===== src/rtl/riscy_pkg.sv =====
// Shared types and word geometry for the program loader.
package riscy_pkg;

    localparam int WORD_W         = 32;
    localparam int BYTES_PER_WORD = 4;

    typedef enum logic [2:0] {
        IDLE,
        HDR,
        DATA,
        FLUSH,
        DONE,
        ERR
    } loader_state_t;

endpackage


===== src/rtl/program_loader_if.sv =====
// Byte valid/ready stream feeding the program loader.
interface program_loader_if;

    logic [7:0] s_data;
    logic       s_valid;
    logic       s_ready;

    modport master (output s_data, output s_valid, input  s_ready);
    modport slave  (input  s_data, input  s_valid, output s_ready);

endinterface


===== src/rtl/program_loader_byte_packer.sv =====
// Little-endian byte-to-word assembler shared by the header and data phases.
module byte_packer
    import riscy_pkg::*;
(
    input  logic              clk,
    input  logic              rst_n,
    input  logic              clear,
    input  logic              en,
    input  logic [7:0]        data,
    output logic              word_done,
    output logic [WORD_W-1:0] word
);

    logic [1:0]        r_cnt;
    logic [WORD_W-9:0] r_shift;

    // The completed word is visible combinationally in the cycle its last byte arrives.
    assign word      = {data, r_shift};
    assign word_done = en && (r_cnt == 2'(BYTES_PER_WORD - 1));

    always_ff @(posedge clk or negedge rst_n) begin
        if (!rst_n) begin
            r_cnt   <= '0;
            r_shift <= '0;
        end else if (clear) begin
            r_cnt   <= '0;
            r_shift <= '0;
        end else if (en) begin
            r_cnt   <= r_cnt + 2'd1;
            r_shift <= word[WORD_W-1:8];
        end
    end

endmodule


===== src/rtl/program_loader.sv =====
// Loads a length-prefixed byte stream into instruction memory, then releases the core.
//   state | meaning
//   IDLE  | after reset, waiting for start
//   HDR   | collecting 4-byte word count
//   DATA  | assembling and writing program words
//   FLUSH | final write pulse, stream closed
//   DONE  | program loaded, core running
//   ERR   | header rejected
module program_loader
    import riscy_pkg::*;
#(
    parameter int DEPTH  = 256,
    parameter int ADDR_W = $clog2(DEPTH)
)(
    input  logic              clk,
    input  logic              rst_n,
    input  logic              start,
    program_loader_if.slave   s,
    output logic              imem_we,
    output logic [ADDR_W-1:0] imem_addr,
    output logic [WORD_W-1:0] imem_wdata,
    output logic [ADDR_W:0]   len,
    output logic              cpu_run,
    output logic              busy,
    output logic              error
);

    loader_state_t     r_state;
    logic [ADDR_W-1:0] r_k;
    logic [ADDR_W:0]   r_len;
    logic              r_s_ready;
    logic              r_we;
    logic [ADDR_W-1:0] r_addr;
    logic [WORD_W-1:0] r_wdata;
    logic              r_cpu_run;
    logic              r_busy;
    logic              r_error;

    logic              w_accept;
    logic              w_clear;
    logic              w_word_done;
    logic [WORD_W-1:0] w_word;
    logic              w_hdr_bad;
    logic              w_last;

    assign w_accept  = s.s_valid && r_s_ready;
    assign w_clear   = start && (r_state == IDLE || r_state == DONE || r_state == ERR);
    // Full 32-bit compare so header bits above ADDR_W cannot alias into range.
    assign w_hdr_bad = (w_word == '0) || (w_word > 32'(DEPTH));
    assign w_last    = ({1'b0, r_k} == (r_len - (ADDR_W+1)'(1)));

    byte_packer u_packer (
        .clk       (clk),
        .rst_n     (rst_n),
        .clear     (w_clear),
        .en        (w_accept),
        .data      (s.s_data),
        .word_done (w_word_done),
        .word      (w_word)
    );

    always_ff @(posedge clk or negedge rst_n) begin
        if (!rst_n) begin
            r_state   <= IDLE;
            r_k       <= '0;
            r_len     <= '0;
            r_s_ready <= 1'b0;
            r_we      <= 1'b0;
            r_addr    <= '0;
            r_wdata   <= '0;
            r_cpu_run <= 1'b0;
            r_busy    <= 1'b0;
            r_error   <= 1'b0;
        end else begin
            r_we <= 1'b0;
            case (r_state)
                IDLE, DONE, ERR: begin
                    if (start) begin
                        r_state   <= HDR;
                        r_len     <= '0;
                        r_s_ready <= 1'b1;
                        r_busy    <= 1'b1;
                        r_cpu_run <= 1'b0;
                        r_error   <= 1'b0;
                    end
                end
                HDR: begin
                    if (w_word_done) begin
                        if (w_hdr_bad) begin
                            r_state   <= ERR;
                            r_error   <= 1'b1;
                            r_s_ready <= 1'b0;
                            r_busy    <= 1'b0;
                            r_len     <= '0;
                        end else begin
                            r_state <= DATA;
                            r_len   <= w_word[ADDR_W:0];
                            r_k     <= '0;
                        end
                    end
                end
                DATA: begin
                    if (w_word_done) begin
                        r_we    <= 1'b1;
                        r_addr  <= r_k;
                        r_wdata <= w_word;
                        r_k     <= r_k + ADDR_W'(1);
                        if (w_last) begin
                            r_state   <= FLUSH;
                            r_s_ready <= 1'b0;
                        end
                    end
                end
                FLUSH: begin
                    r_state   <= DONE;
                    r_cpu_run <= 1'b1;
                    r_busy    <= 1'b0;
                end
                default: r_state <= IDLE;
            endcase
        end
    end

    assign s.s_ready  = r_s_ready;
    assign imem_we    = r_we;
    assign imem_addr  = r_addr;
    assign imem_wdata = r_wdata;
    assign len        = r_len;
    assign cpu_run    = r_cpu_run;
    assign busy       = r_busy;
    assign error      = r_error;

endmodule


===== src/flat_wrapper.sv =====
// flat-port wrapper written by rule: the top's interface ports become plain ports
module program_loader_flat import riscy_pkg::*;
#(
    parameter int DEPTH  = 256,
    parameter int ADDR_W = $clog2(DEPTH)
)
  (clk, rst_n, start, imem_we, imem_addr, imem_wdata, len, cpu_run, busy, error, s_s_data, s_s_valid, s_s_ready);
  program_loader_if s_i ();
  input  logic clk;
  input  logic rst_n;
  input  logic start;
  output logic imem_we;
  output logic [ADDR_W-1:0] imem_addr;
  output logic [WORD_W-1:0] imem_wdata;
  output logic [ADDR_W:0] len;
  output logic cpu_run;
  output logic busy;
  output logic error;
  input wire logic [$bits(s_i.s_data)-1:0] s_s_data;
  input wire logic [$bits(s_i.s_valid)-1:0] s_s_valid;
  output wire logic [$bits(s_i.s_ready)-1:0] s_s_ready;
  assign s_i.s_data = s_s_data;
  assign s_i.s_valid = s_s_valid;
  assign s_s_ready = s_i.s_ready;
  program_loader #(.DEPTH(DEPTH), .ADDR_W(ADDR_W)) u_core (.clk(clk), .rst_n(rst_n), .start(start), .s(s_i), .imem_we(imem_we), .imem_addr(imem_addr), .imem_wdata(imem_wdata), .len(len), .cpu_run(cpu_run), .busy(busy), .error(error));
endmodule

===== config.mk =====
export PLATFORM = sky130hd
export DESIGN_NAME = program_loader_flat
export DESIGN_NICKNAME = d
export VERILOG_FILES = /design/src/rtl/riscy_pkg.sv /design/src/rtl/program_loader_if.sv /design/src/rtl/program_loader_byte_packer.sv /design/src/rtl/program_loader.sv /design/src/flat_wrapper.sv
export SDC_FILE = /design/constraint.sdc
export NUM_CORES = 1
export LEC_CHECK = 0
export ABC_AREA = 1
export BUFFER_PORTS_ARGS = -buffer_cell sky130_fd_sc_hd__buf_2
export CAP_MARGIN = 20
export CORE_MARGIN = 4
export CORE_UTILIZATION = 30
export DETAILED_ROUTE_END_ITERATION = 8
export GPL_TIMING_DRIVEN = 0
export PLACE_DENSITY = 0.56
export RECOVER_POWER = 50
export SYNTH_ARGS = -nofsm -noshare
export SYNTH_HDL_FRONTEND = slang
export SYNTH_SLANG_ARGS = --single-unit

===== constraint.sdc =====
create_clock -name clk -period 2.2 [get_ports clk]
set_input_delay 0.11 -clock clk [delete_from_list [all_inputs] [get_ports clk]]
set_output_delay 0.11 -clock clk [all_outputs]
set_load 0.01 [all_outputs]

# Word-level counts from Yosys, hierarchy flattened
# Cells that the tools add are included.
[classes]
n_addsub = 3
magnitude_cmp = 1
n_eq_ne = 13
n_mux = 32
reduce_logical = 23
[ops]
columns = ["operator", "n"]
rows = [
  ["$mux 24", 2],
  ["$gt 32x9->1 const B", 1],
  ["$logic_not 32->1", 1],
  ["$mux 9", 3],
  ["$mux 8", 3],
  ["$pmux 9 s2", 1],
  ["$pmux 8 s2", 1],
  ["$reduce_and 4->1", 4],
  ["$mux 3", 5],
  ["$pmux 3 s4", 1],
  ["$mux 1", 10],
  ["$eq 8x9->1", 1],
  ["$sub 9x1->9 const B", 1],
  ["$add 8x1->8 const B", 1],
  ["$ne 2x2->1 const B", 4],
  ["$reduce_bool 2->1", 4],
  ["$eq 3x2->1 const B", 2],
  ["$eq 3x3->1 const B", 2],
  ["$pmux 1 s3", 2],
  ["$reduce_and 6->1", 1],
  ["$reduce_bool 3->1", 2],
  ["$mux 2", 2],
  ["$ne 2x1->1 const B", 2],
  ["$pmux 1 s2", 2],
  ["9 further kinds", 14],
]
[totals]
reg_bits = 91
input_bits = 12
output_inout_bits = 54
wordCells = 84

# Longest topological paths before layout
[logic_depth]
ltp_word = 5
ltp_mapped = 14
ltp_nobuf = 14

# Cells and area by module
# A second synthesis with hierarchy kept.
[unflattened]
cells_unflattened = 506
hier_area_um2 = 4365.4
[by_module_without_submodules]
columns = ["module", "instances", "cells_each", "area_per_inst_um2", "seq_area_each_um2"]
rows = [
  ["program_loader", 1, 381, 3100.5, 1626.6],
  ["byte_packer", 1, 125, 1265.0, 650.6],
]

# Worst setup path after synthesis
# Ideal clock, no wire load.
[synth_timing]
path_type = "register -> register"
start = "reg u_core.r_s_ready (netlist: u_core.s.s_ready)"
end = "reg u_core.u_packer.r_shift[11]"
setup_ps = 119
arrival_time_ps = 1594
setup_slack_ps = 487
stages_incl_launch_ff = 12
path_buffers = 2
cell_sequence = "dfrtp_1 nand2_2 clkinv_2 nand2_4 nand2_2 nand2_2 nor2_4 nand2_4 buf_6 buf_6 a31oi_1 inv_1"
[synth_via]
elab_chain_cells = 2
[synth_lines]
columns = ["item", "line", "text"]
rows = [
  ["start, declared", "program_loader.sv:31", "logic r_s_ready;"],
  ["start signal, assigned", "program_loader.sv:67", "r_s_ready <= 1'b0;"],
  ["start signal, assigned", "program_loader.sv:81", "r_s_ready <= 1'b1;"],
  ["start signal, assigned", "program_loader.sv:92", "r_s_ready <= 1'b0;"],
  ["$logic_and 1x1->1", "program_loader.sv:46", "assign w_accept = s.s_valid && r_s_ready;"],
  ["$reduce_bool 2->1 (no source line)", "n/a", ""],
  ["end signal, assigned", "program_loader_byte_packer.sv:30", "r_shift <= word[WORD_W-1:8];"],
  ["end, declared", "program_loader_byte_packer.sv:15", "logic [WORD_W-9:0] r_shift;"],
]
# Every way passes these cells.
# A chain may end at the register's enable or synchronous reset.

# Final worst setup path
[layout_timing]
start = "reg u_core.r_s_ready (netlist: u_core.s.s_ready)"
end = "reg u_core.u_packer.r_shift[2]"
# Same word-level chain as after synthesis.

==> flow_summary_export.csv <==
group,metric,value,unit
status,status,"finished, final reports clean",
synthesis,synth_top_area_frac,0.542,
floorplanning,io_pins,66,
final_layout,final_cell_mix,"nand2_1, dfrtp_1, inv_1",
timing,maxSlewViolCount,0,
global_route,grt_start_max_net_pins,59,
run,max_cap_viol_count,0,
global_route,antenna_found_initial,0,
timing,timing_hold_violations_final,0,
synthesis,syn_nets,516,
routing,wl,10700,µm
floorplanning,start_util,0.312,
cts,clk_path_buf_depth,2,
critical_path,criticalPathCategory,"flip-flop to flip-flop",
timing,holdWs,0.0166,ns
synthesis,ys_seq_area_frac,0.542,
routing,vias,3520,
pwr,power_density,1000,mW/mm²
timing,max_freq,505,MHz
cts,path_clk_slew,0.06,ns
final_layout,finalNetCount,596,
floorplanning,die_h,126,µm
synthesis,synth_area_leaders,"dfrtp_1, nand2_1, inv_1",
final_layout,area_growth,19.5,%
synthesis,ys.flop_type,"dfrtp_1",
cts,cts_setup_buffers,0,
final_layout,fin_cells,762,
routing,drc,0,
timing,fin_crit,1.98,ns
critical_path,rr_worst_depth,12,
critical_path,path_buf_inv,3,
final_layout,fillers,1462,
synthesis,syn_inst,501,
timing,fin_skew,0.00728,ns
place,place_ws,0.189,ns
synthesis,syn_area,0.00420,mm²
critical_path,path_cells,"nand2_2, clkinv_2, nand2_4, nand2_2, nand2_2, nor2_4, nand2_4, nand2_4, buf_6, nor2_1, a31oi_1, inv_1",
final_layout,drive_gt1_frac,0.114,
global_route,grt_usage,0.139,
pwr,p_leak,2.59,nW
timing,rsz0062_at_grt,"no",
timing,final.setup.tns,0,ns
critical_path,cp-endpoint,"u_core.u_packer.r_shift[2]",
floorplanning,placeableCoreArea,0.0135,mm²
routing,drtIter0Drc,234,
pwr,vdd_drop_max,0.400,mV
final_layout,final_common_cell,"nand2_1",
critical_path,timing.critical_path.slowest_stage_cell,"dfrtp_1",
place,place.gp.congestion,0.853,
critical_path,r2r-start,"u_core.s.s_ready",
critical_path,crit_path_max_incr_delay,0.39,ns
cts,cts_tree,"done",
hold_path,hold_path.class,"input port to flip-flop",
timing,relSlewSlack,0.430,
timing,finalCritPeriodShare,0.899,
critical_path,crit_path_start_kind,"flip-flop",
cts,cts_inserted_buffers,9,
critical_path,cp_max_fo,10,
global_route,grt_pass1_vias,3476,
critical_path,cp.arrival,2.21,ns
cts,htree_num_levels,3,
critical_path,crit_required,2.43,ns
routing,routed_via_density,4.62,
cts,clock_sinks,91,
global_route,grt_first_pass_wirelength,17900,µm
floorplanning,num_rows,42,
place,dp_hpwl,8070,µm
routing,postRouteAntennaNets,0,
synthesis,synth_edf_count,0,
floorplanning,die_x,126,µm
synthesis,synthArstFlopShare,1.00,
synthesis,avgSynthCellArea,8.39,µm²
synthesis,yosysUniqueCellTypes,30,
global_route,grt.overflow.total,0,
place,place_inst,743,
critical_path,rr_endpoint,"u_core.u_packer.r_shift[2]",
final_layout,final_util,0.373,
critical_path,startpoint,"u_core.s.s_ready",
place,port_buffers,65,
timing,setup_violations,0,
cts,clkLatencyLatePin,0.34,ns
synthesis,synth.yosys.warnings,0,
synthesis,synth-seq-cells,91,
timing,finalWorstSetupSlack,0.222,ns
cts,cts-root-buf,"clkbuf_16",
final_layout,antenna_cells,0,
routing,first_pass_iters,4,
floorplanning,die-area,0.0160,mm²
critical_path,path_depth,12,
synthesis,synth_top_area_cell,"dfrtp_1",
critical_path,cp_top_family,"simple AND/OR/NAND/NOR gates",
critical_path,r2r_setup_slack,0.22,ns
routing,wl_per_cell,14.0,µm
timing,tightest_slew,0.855,ns
critical_path,critPathCaptureType,"flip-flop",
-- sequential cells by signal, summed over array words and instances (netlist names), 2 cells and up --
| name | count |
|---|---|
| u_core.imem_addr | 8 |
| u_core.imem_wdata | 32 |
| u_core.len | 9 |
| u_core.r_k | 8 |
| u_core.r_state | 3 |
| u_core.u_packer.r_cnt | 2 |
| u_core.u_packer.r_shift | 24 |
-- worst register-to-register path, stage by stage, from the launching register on --
cell	delay (ns)
dfrtp_1	0.39
nand2_2	0.13
clkinv_2	0.16
nand2_4	0.09
nand2_2	0.09
nand2_2	0.10
nor2_4	0.28
nand2_4	0.11
nand2_4	0.13
buf_6	0.16
nor2_1	0.05
a31oi_1	0.14
inv_1	0.05
-- per-layer routing --
layer  vias to the layer above  wire [µm]  track usage
met5                         -          0            0
met4                         0        170       0.0511
met3                        14        514       0.0269
met2                        79       4750        0.209
met1                      1676       5230        0.200
li1                       1751          -            -
-- through the flow --
stage | instance area (µm²) | power [W]
final | 5020 | 0.00502
after global routing | 5020 | 0.00538
after CTS | 5100 | 0.00509
after detailed placement | 4780 | 0.00353
after global placement | 4750 | 0.00349
after floorplan | 4200 | 0.00311
-- logic make-up after synthesis --
logic type | after synthesis | synth area share
AND/OR/NAND/NOR | 206 | 0.208
buffers and inverters | 100 | 0.0992
flip-flops | 91 | 0.542
AO/OA/AOI/OAI | 89 | 0.117
XOR/XNOR | 12 | 0.0250
adder cells (fa/ha/maj) | 3 | 0.00893
-- synth_stat cells (all sizes together) (7+ instances only) --
cell / n
nand2: 111
dfrtp: 91
inv: 82
nor2: 64
o21ai: 52
a31oi: 25
nand3: 21
buf: 13
xor2: 10
o22ai: 7
-- repair_timing --
item,CTS,global route
resized for setup,0,1
endpoints found under the setup margin,0,1
endpoints found under the hold margin,35,0
hold buffers,3,0
-- layout make-up --
| cell class | count | area, µm² | area share |
|---|---|---|---|
| Buffer | 17 | 104 | 0.0207 |
| Tap cell | 176 | 220 | 0.0439 |
| Multi-Input combinational cell | 310 | 1510 | 0.300 |
| Inverter | 83 | 313 | 0.0623 |
| Clock inverter | 5 | 62.6 | 0.0125 |
| Sequential cell | 91 | 2280 | 0.454 |
| Timing Repair Buffer | 69 | 303 | 0.0603 |
| Clock buffer | 11 | 233 | 0.0464 |
-- power by group --
group	internal (W)	total (W)	switching, W	leakage [nW]
clock	0.000888	0.00155	0.000657	0.136
sequential	0.00190	0.00205	0.000148	1.21
combinational	0.000467	0.00143	0.000964	1.24
-- worst min path at each step --
stage,start,slack [ns],depth (start not counted),to
global route,s_s_data[1],0.01,3,u_core.u_packer.r_shift[17]
global placement,s_s_data[7],0.34,3,u_core.u_packer.r_shift[23]
CTS,s_s_data[1],0.002,3,u_core.u_packer.r_shift[17]
detailed placement,rst_n,0.1,1,u_core.imem_we
finish,s_s_data[1],0.02,3,u_core.u_packer.r_shift[17]
floorplan,rst_n,-0.19,0,u_core.busy
(Power assumes the default switching activity.)
